<file path="src/rtl/regfile_write_arbiter.sv">
// ---------------------------------------------------------------------------
// regfile_write_arbiter
//
// Purpose:
//   Single write port arbiter for a register file. Two requesters share the
//   port: A (ALU writeback) and B (load unit). After reset the block sweeps
//   registers 0..NREGS-1 with zeros (CLEAR). It then arbitrates round-robin
//   between A and B (RUN). An accepted write appears on the register file
//   port exactly one cycle later.
//
// Ports:
//   clock       in   single clock, rising edge
//   reset       in   synchronous active-high reset
//   a_valid     in   requester A has a write pending
//   a_addr      in   requester A target register   [ADDR_W]
//   a_data      in   requester A write data        [DATA_W]
//   a_ready     out  requester A accepted this cycle (when a_valid)
//   b_valid     in   requester B has a write pending
//   b_addr      in   requester B target register   [ADDR_W]
//   b_data      in   requester B write data        [DATA_W]
//   b_ready     out  requester B accepted this cycle (when b_valid)
//   rf_hold     in   register file busy, accept nothing new
//   rf_we       out  register file write enable
//   rf_waddr    out  register file write address   [ADDR_W]
//   rf_wdata    out  register file write data      [DATA_W]
//   clear_done  out  post-reset sweep has finished
//
// Configuration macro:
//   RFARB_ZERO_REG_EN - when defined, accepted writes to register 0 complete
//   the handshake but are dropped (rf_we stays 0), so register 0 reads as
//   zero forever. The CLEAR sweep is unaffected.
// ---------------------------------------------------------------------------
module regfile_write_arbiter #(
    parameter int DATA_W = 16,
    parameter int ADDR_W = 5,
    parameter int NREGS  = 16
) (
    input  logic              clock,
    input  logic              reset,
    input  logic              a_valid,
    input  logic [ADDR_W-1:0] a_addr,
    input  logic [DATA_W-1:0] a_data,
    output logic              a_ready,
    input  logic              b_valid,
    input  logic [ADDR_W-1:0] b_addr,
    input  logic [DATA_W-1:0] b_data,
    output logic              b_ready,
    input  logic              rf_hold,
    output logic              rf_we,
    output logic [ADDR_W-1:0] rf_waddr,
    output logic [DATA_W-1:0] rf_wdata,
    output logic              clear_done
);

    // One extra bit so the counter can reach NREGS even when NREGS == 2^ADDR_W.
    localparam int CNT_W = ADDR_W + 1;
    localparam logic [CNT_W-1:0] SWEEP_END = CNT_W'(NREGS);

    typedef enum logic [0:0] {
        CLEAR = 1'b0,
        RUN   = 1'b1
    } state_t;

    state_t            state_q;
    logic [CNT_W-1:0]  cnt_q;
    logic              last_b_q;      // 1: B was granted most recently
    logic              clear_done_q;
    logic              rf_we_q;
    logic [ADDR_W-1:0] rf_waddr_q;
    logic [DATA_W-1:0] rf_wdata_q;

    logic              acc_a;
    logic              acc_b;
    logic              acc;
    logic              issue;
    logic [ADDR_W-1:0] sel_addr;
    logic [DATA_W-1:0] sel_data;
    logic              last_b_d;
    logic              rf_we_d;
    logic [ADDR_W-1:0] rf_waddr_d;
    logic [DATA_W-1:0] rf_wdata_d;

    // Grant: A wins a tie unless A was the most recent winner.
    always_comb begin
        a_ready = 1'b0;
        b_ready = 1'b0;
        if (state_q == RUN && !rf_hold) begin
            if (a_valid && (!b_valid || last_b_q)) begin
                a_ready = 1'b1;
            end else if (b_valid) begin
                b_ready = 1'b1;
            end
        end
    end

    always_comb begin
        acc_a    = a_valid & a_ready;
        acc_b    = b_valid & b_ready;
        acc      = acc_a | acc_b;
        sel_addr = acc_b ? b_addr : a_addr;
        sel_data = acc_b ? b_data : a_data;
        last_b_d = acc_b ? 1'b1 : (acc_a ? 1'b0 : last_b_q);
`ifdef RFARB_ZERO_REG_EN
        // Writes to register 0 are accepted but swallowed.
        issue    = acc && (sel_addr != '0);
`else
        issue    = acc;
`endif
        rf_we_d    = issue;
        rf_waddr_d = issue ? sel_addr : rf_waddr_q;
        rf_wdata_d = issue ? sel_data : rf_wdata_q;
    end

    // Capture stage: accepted request -> register file port, one cycle later.
    always_ff @(posedge clock) begin
        if (reset) begin
            state_q      <= CLEAR;
            cnt_q        <= '0;
            last_b_q     <= 1'b1;
            clear_done_q <= 1'b0;
            rf_we_q      <= 1'b0;
            rf_waddr_q   <= '0;
            rf_wdata_q   <= '0;
        end else begin
            case (state_q)
                CLEAR: begin
                    // The counter runs one past the last register so the
                    // final sweep write is still visible while in CLEAR;
                    // readies therefore stay low for the whole sweep.
                    if (cnt_q == SWEEP_END) begin
                        state_q      <= RUN;
                        clear_done_q <= 1'b1;
                        rf_we_q      <= 1'b0;
                    end else begin
                        rf_we_q    <= 1'b1;
                        rf_waddr_q <= cnt_q[ADDR_W-1:0];
                        rf_wdata_q <= '0;
                        cnt_q      <= cnt_q + 1'b1;
                    end
                end
                RUN: begin
                    rf_we_q    <= rf_we_d;
                    rf_waddr_q <= rf_waddr_d;
                    rf_wdata_q <= rf_wdata_d;
                    last_b_q   <= last_b_d;
                end
                default: begin
                    state_q <= CLEAR;
                end
            endcase
        end
    end

    assign rf_we      = rf_we_q;
    assign rf_waddr   = rf_waddr_q;
    assign rf_wdata   = rf_wdata_q;
    assign clear_done = clear_done_q;

endmodule

</file>
<file path="config.mk">
export PLATFORM = sky130hd
export DESIGN_NAME = regfile_write_arbiter
export DESIGN_NICKNAME = d
export VERILOG_FILES = /design/src/rtl/regfile_write_arbiter.sv
export SDC_FILE = /design/constraint.sdc
export NUM_CORES = 1
export LEC_CHECK = 0
export ABC_CLOCK_PERIOD_IN_PS = 2600
export CORE_MARGIN = 2
export CORE_UTILIZATION = 42
export CTS_CLUSTER_DIAMETER = 80
export DETAILED_ROUTE_END_ITERATION = 16
export PLACE_DENSITY_LB_ADDON = 0.12
export SYNTH_ARGS = -nofsm -noshare
export SYNTH_HDL_FRONTEND = slang
export SYNTH_SLANG_ARGS = --single-unit
</file>
<file path="constraint.sdc">
create_clock -name clock -period 2.6 [get_ports clock]
set_input_delay 0.52 -clock clock [delete_from_list [all_inputs] [get_ports clock]]
set_output_delay 0.52 -clock clock [all_outputs]
set_load 0.02 [all_outputs]
</file>
---- Yosys cells after proc, flatten, opt, wreduce, memory -nomap -nowiden ----
Cells that the tools add are included.
storage, ports and cells
  register bits ........................... 31
  output and inout bits ................... 25
  word-level logic and storage cells ...... 45
  bits of input ports ..................... 47
cells by class
  reduce and logical (&&, ||, !) cells .... 10
  add/subtract/negate cells ............... 1
  multiplexer cells ....................... 19
  eq/ne operators ......................... 3
  bitwise gates (word level) .............. 5
operators by type and width
  kind                                                  count
  2-to-1 mux 16 bit                                     3
  case mux 16 bit (2 select lines)                      1
  2-to-1 mux 5 bit                                      3
  2-to-1 mux 1 bit                                      10
  case mux 5 bit (2 select lines)                       1
  AND reduction 2 bit                                   4
  adder 6 x 1 -> 6 bit (second input constant)          1
  equality test 6 x 5 -> 1 bit (second input constant)  1
  AND 1 bit                                             2
  logical AND 1 bit                                     2
  zero test 1 bit                                       2
  != test 2 x 1 -> 1 bit (second input constant)        1
  != test 2 bit (second input constant)                 1
  NOT 1 bit                                             2
  case mux 1 bit (2 select lines)                       1
  nonzero test 2 bit                                    1
  logical OR 1 bit                                      1
  bitwise OR 1 bit                                      1

---- Depth between registers and ports, before layout ----
  depth after elaboration ................. 9
  gate-level depth with buffers ........... 7
  gate-level depth less buffers ........... 6

---- Worst setup path before layout ----
No wires, ideal clock.
  path type ............................... input to output
  start ................................... in rf_hold
  end ..................................... out b_ready
  data arrival time ....................... 1.439 ns
  path slack .............................. 0.641 ns
  required time ........................... 2.080 ns
  cell stages on the path ................. 5
  path buffers ............................ 2
  cell sequence ........................... nand3b_2 -> or2_1 -> buf_2 -> buf_4 -> inv_1
on the way
  word-level cells in the longest chain between the ends .. 3
ends and longest elaborated chain
  element            line  RTL
  start, declared    48    input logic rf_hold,
  zero test 1 bit    87    if (state_q == RUN && !rf_hold) begin
  logical AND 1 bit  87
  2-to-1 mux 1 bit   87
  end, declared      47    output logic b_ready,
Every way passes these cells.

---- Final worst setup path ----
  start ................................... in rf_hold
  end ..................................... out a_ready
on the way
  word-level cells in the longest chain between the ends .. 3
ends and longest elaborated chain
  element            line  RTL
  zero test 1 bit    87
  logical AND 1 bit  87
  2-to-1 mux 1 bit   87
  end, declared      43    output logic a_ready,
Every way passes these cells.

==> flow_metrics.tcl <==
set metrics [dict create \
    outcome "completed" \
    cts_htree_levels 2 \
    globalplace.congestion 0.844 \
    area_delta_synth_final_pct 59.0 \
    place_area_um2 2190 \
    synth_edf_count 0 \
    synth_seq_cells 31 \
    synthArstFlopShare_pct 0 \
    clock_latency_ns 0.34 \
    synth.cell_area_um2 1420 \
    start_kind "primary input" \
    ys.flop_type "dfxtp_1" \
    worst_setup_path_end_kind "output pin" \
    crit_fanout 3 \
    vias_per_cell 5.15 \
    avgRoutedWirePerCell_um 14.3 \
    holdBufCountCts 0 \
    die_w_um 62.2 \
    drive_gt1_share_pct 10.6 \
    crit_required_ns 2.08 \
    overflow 0 \
    clock_skew_ns 0.00854 \
    firstDrtPassIters 4 \
    setup_viol 0 \
    yosysTopAreaCell "dfxtp_1" \
    drt_iter0_markers 51 \
    hold_violations 0 \
    synthesis.nets 190 \
    slew_headroom_pct 65.7 \
    groute.usage.overall_pct 20.1 \
    synth_fa_ha_area_share_pct 1.76 \
    cp_cell_sequence "clkdlybuf4s50_1 > and2b_1 > nand2_1 > a21oi_1 > clkdlybuf4s50_1" \
    rows 21 \
    peakVddDrop_v 0.000254 \
    finalNonFillerCells 264 \
    worstSetupPathType "primary input to output pin" \
    critPathMostFrequentCell "clkdlybuf4s50_1" \
    synth_simple_gate_area_share_pct 10.8 \
    grt_pass1_wl_um 6240 \
    hpwl_um 2870 \
    timing.rr.end "rf_waddr[4]$_SDFFE_PP0P_" \
    reg2reg_slack_ns 0.78 \
    grt_pass1_vias 1384 \
    critPathLaunch "rf_hold" \
    drc_errors 0 \
    synth_seq_area_share_pct 43.6 \
    core_um2 3280 \
    holdWs_ns 0.468 \
    vias 1360 \
    grt_setup_unrepaired "false" \
    synth_compound_area_share_pct 23.0 \
    clockRootBuffer "clkbuf_4" \
    initial_core_util_pct 43.3 \
    diodes 0 \
    endpoint "a_ready" \
    grt_max_degree 22 \
    io_buffers 71 \
    post-route-period-util_pct 95.1 \
    pre_cts_slack_ns -0.0332 \
    yosysWarnings 0 \
    slew_violations 0 \
    worstReg2RegStart "cnt_q[0]$_SDFFE_PP0P_" \
    synth_top_family_by_area "compound AO/OA/AOI/OAI gates" \
    synth_top_cell_area_share_pct 43.6 \
    yosysMostFrequentCell "dfxtp_1" \
    clkSinkCount 31 \
    io_pins 72 \
    ys_types 35 \
    synth_common_cells "dfxtp_1 (31), mux2i_1 (17), o2bb2ai_1 (16)" \
    die_area_um2 3870 \
    n_fill_cell 261 \
    cp.arrival_ns 1.95 \
    max_stage_delay_ns 0.61 \
    period_minus_slack_ns 2.47 \
    power.leakage_uw 0.00100 \
    wl_um 3770 \
    hold_path_depth 1 \
    cts_tree "yes" \
    antenna_left 0 \
    clk_pin_slew_ns 0.09 \
    max_cap_viol_count 0 \
    finish.net_count 266 \
    clockBufferDepth 2 \
    reg2reg_depth 7 \
    die_h_um 62.2 \
    slowest_stage "clkdlybuf4s50_1" \
    powerDensity_nw_per_um2 415 \
    synthMuxAreaShare_pct 12.0 \
    design_area_um2 2260 \
    hold_class "flip-flop to flip-flop" \
    worst_pin_slew_ns 0.514 \
    synthCells 141 \
    cts_buffers 5 \
    antenna_found_initial 0 \
    synth_xor_area_share_pct 2.46 \
    fmax_ghz 0.404 \
    synthTopCellsByArea "dfxtp_1 (44%), mux2i_1 (12%), o2bb2ai_1 (9.9%), a32o_1 (3.5%), inv_1 (2.9%)" \
    dp.cells 256 \
    setup_ws_ns 0.126 \
    avgSynthCellArea_um2 10.1 \
]
cell usage in the layout, fill, tap and decap left out, types with 4 or more instances in the layout:
| cell type | synthesis | final |
|---|---|---|
| clkdlybuf4s50_1 | 0 | 70 |
| dfxtp_1 | 31 | 31 |
| mux2i_1 | 17 | 17 |
| o2bb2ai_1 | 16 | 16 |
| inv_1 | 11 | 11 |
| nor2_1 | 8 | 8 |
| o21ai_0 | 7 | 7 |
| buf_4 | 1 | 7 |
| a32o_1 | 5 | 5 |
| clkbuf_4 | 0 | 5 |
| a21oi_1 | 4 | 4 |
registers in the layout, summed over array words and instances (netlist names):
register,cells
clear_done,1
cnt_q,6
last_b_q,1
rf_waddr,5
rf_wdata,16
rf_we,1
state_q,1
repair_timing:
action	CTS	global route
setup endpoints to repair	1	0
resized for setup	1	0
buffers inserted	0	0
metal layers:
layer	vias to the layer above	GRT usage [%]	share of wire [%]
met1	635	23.1	42
met5	-	0	0
met3	9	5.43	6.8
met4	0	9.72	2.0
li1	661	-	-
met2	55	34.4	49
worst max-delay path: cells and delay by family:
family          cells  cell delay (ns)
simple gates        2             0.29
compound gates      1             0.11
buf+inv             2             1.02
where the power goes:
group,switching (µW),internal (µW)
registers,6.08,482
clock network,168,159
logic,38.6,84.7
per-stage QoR:
step	util, %	power, µW	TNS (ns)
5_1_grt	68.9	972	0
4_1_cts	68.9	943	0
6_report	68.9	938	0
2_1_floorplan	-	534	0
3_3_place_gp	66.8	618	0
3_5_place_dp	66.8	622	-0.0332
how the worst min path moves through the flow:
stage / from / endpoint / slack, ns
6_report: rf_wdata[1]$_SDFFE_PP0P_ / rf_wdata[1]$_SDFFE_PP0P_ / 0.47
5_1_grt: rf_wdata[15]$_SDFFE_PP0P_ / rf_wdata[15]$_SDFFE_PP0P_ / 0.49
4_1_cts: rf_wdata[15]$_SDFFE_PP0P_ / rf_wdata[15]$_SDFFE_PP0P_ / 0.47
3_5_place_dp: rf_wdata[15]$_SDFFE_PP0P_ / rf_wdata[15]$_SDFFE_PP0P_ / 0.45
3_3_place_gp: rf_wdata[14]$_SDFFE_PP0P_ / rf_wdata[14]$_SDFFE_PP0P_ / 0.44
2_1_floorplan: last_b_q$_SDFFE_PP1P_ / last_b_q$_SDFFE_PP1P_ / 0.47
final cells by class:
type                    count  area [µm²]  area share (%)
multi-input cells          90         712            31.5
flip-flops and latches     31         621            27.4
repair buffers             78         762            33.7
clock buffers               8        68.8            3.04
inverters                  11        41.3            1.83
well taps                  46        57.6            2.54
cells by family after synthesis:
logic type	after synthesis
AOI/OAI and AO/OA	41
adders and majority gates	2
and+or+nand+nor	26
muxes	17
buffers and inverters	20
DFF	31
xor gates and xnor gates	4
No activity file was read; power rests on OpenSTA's default activity.
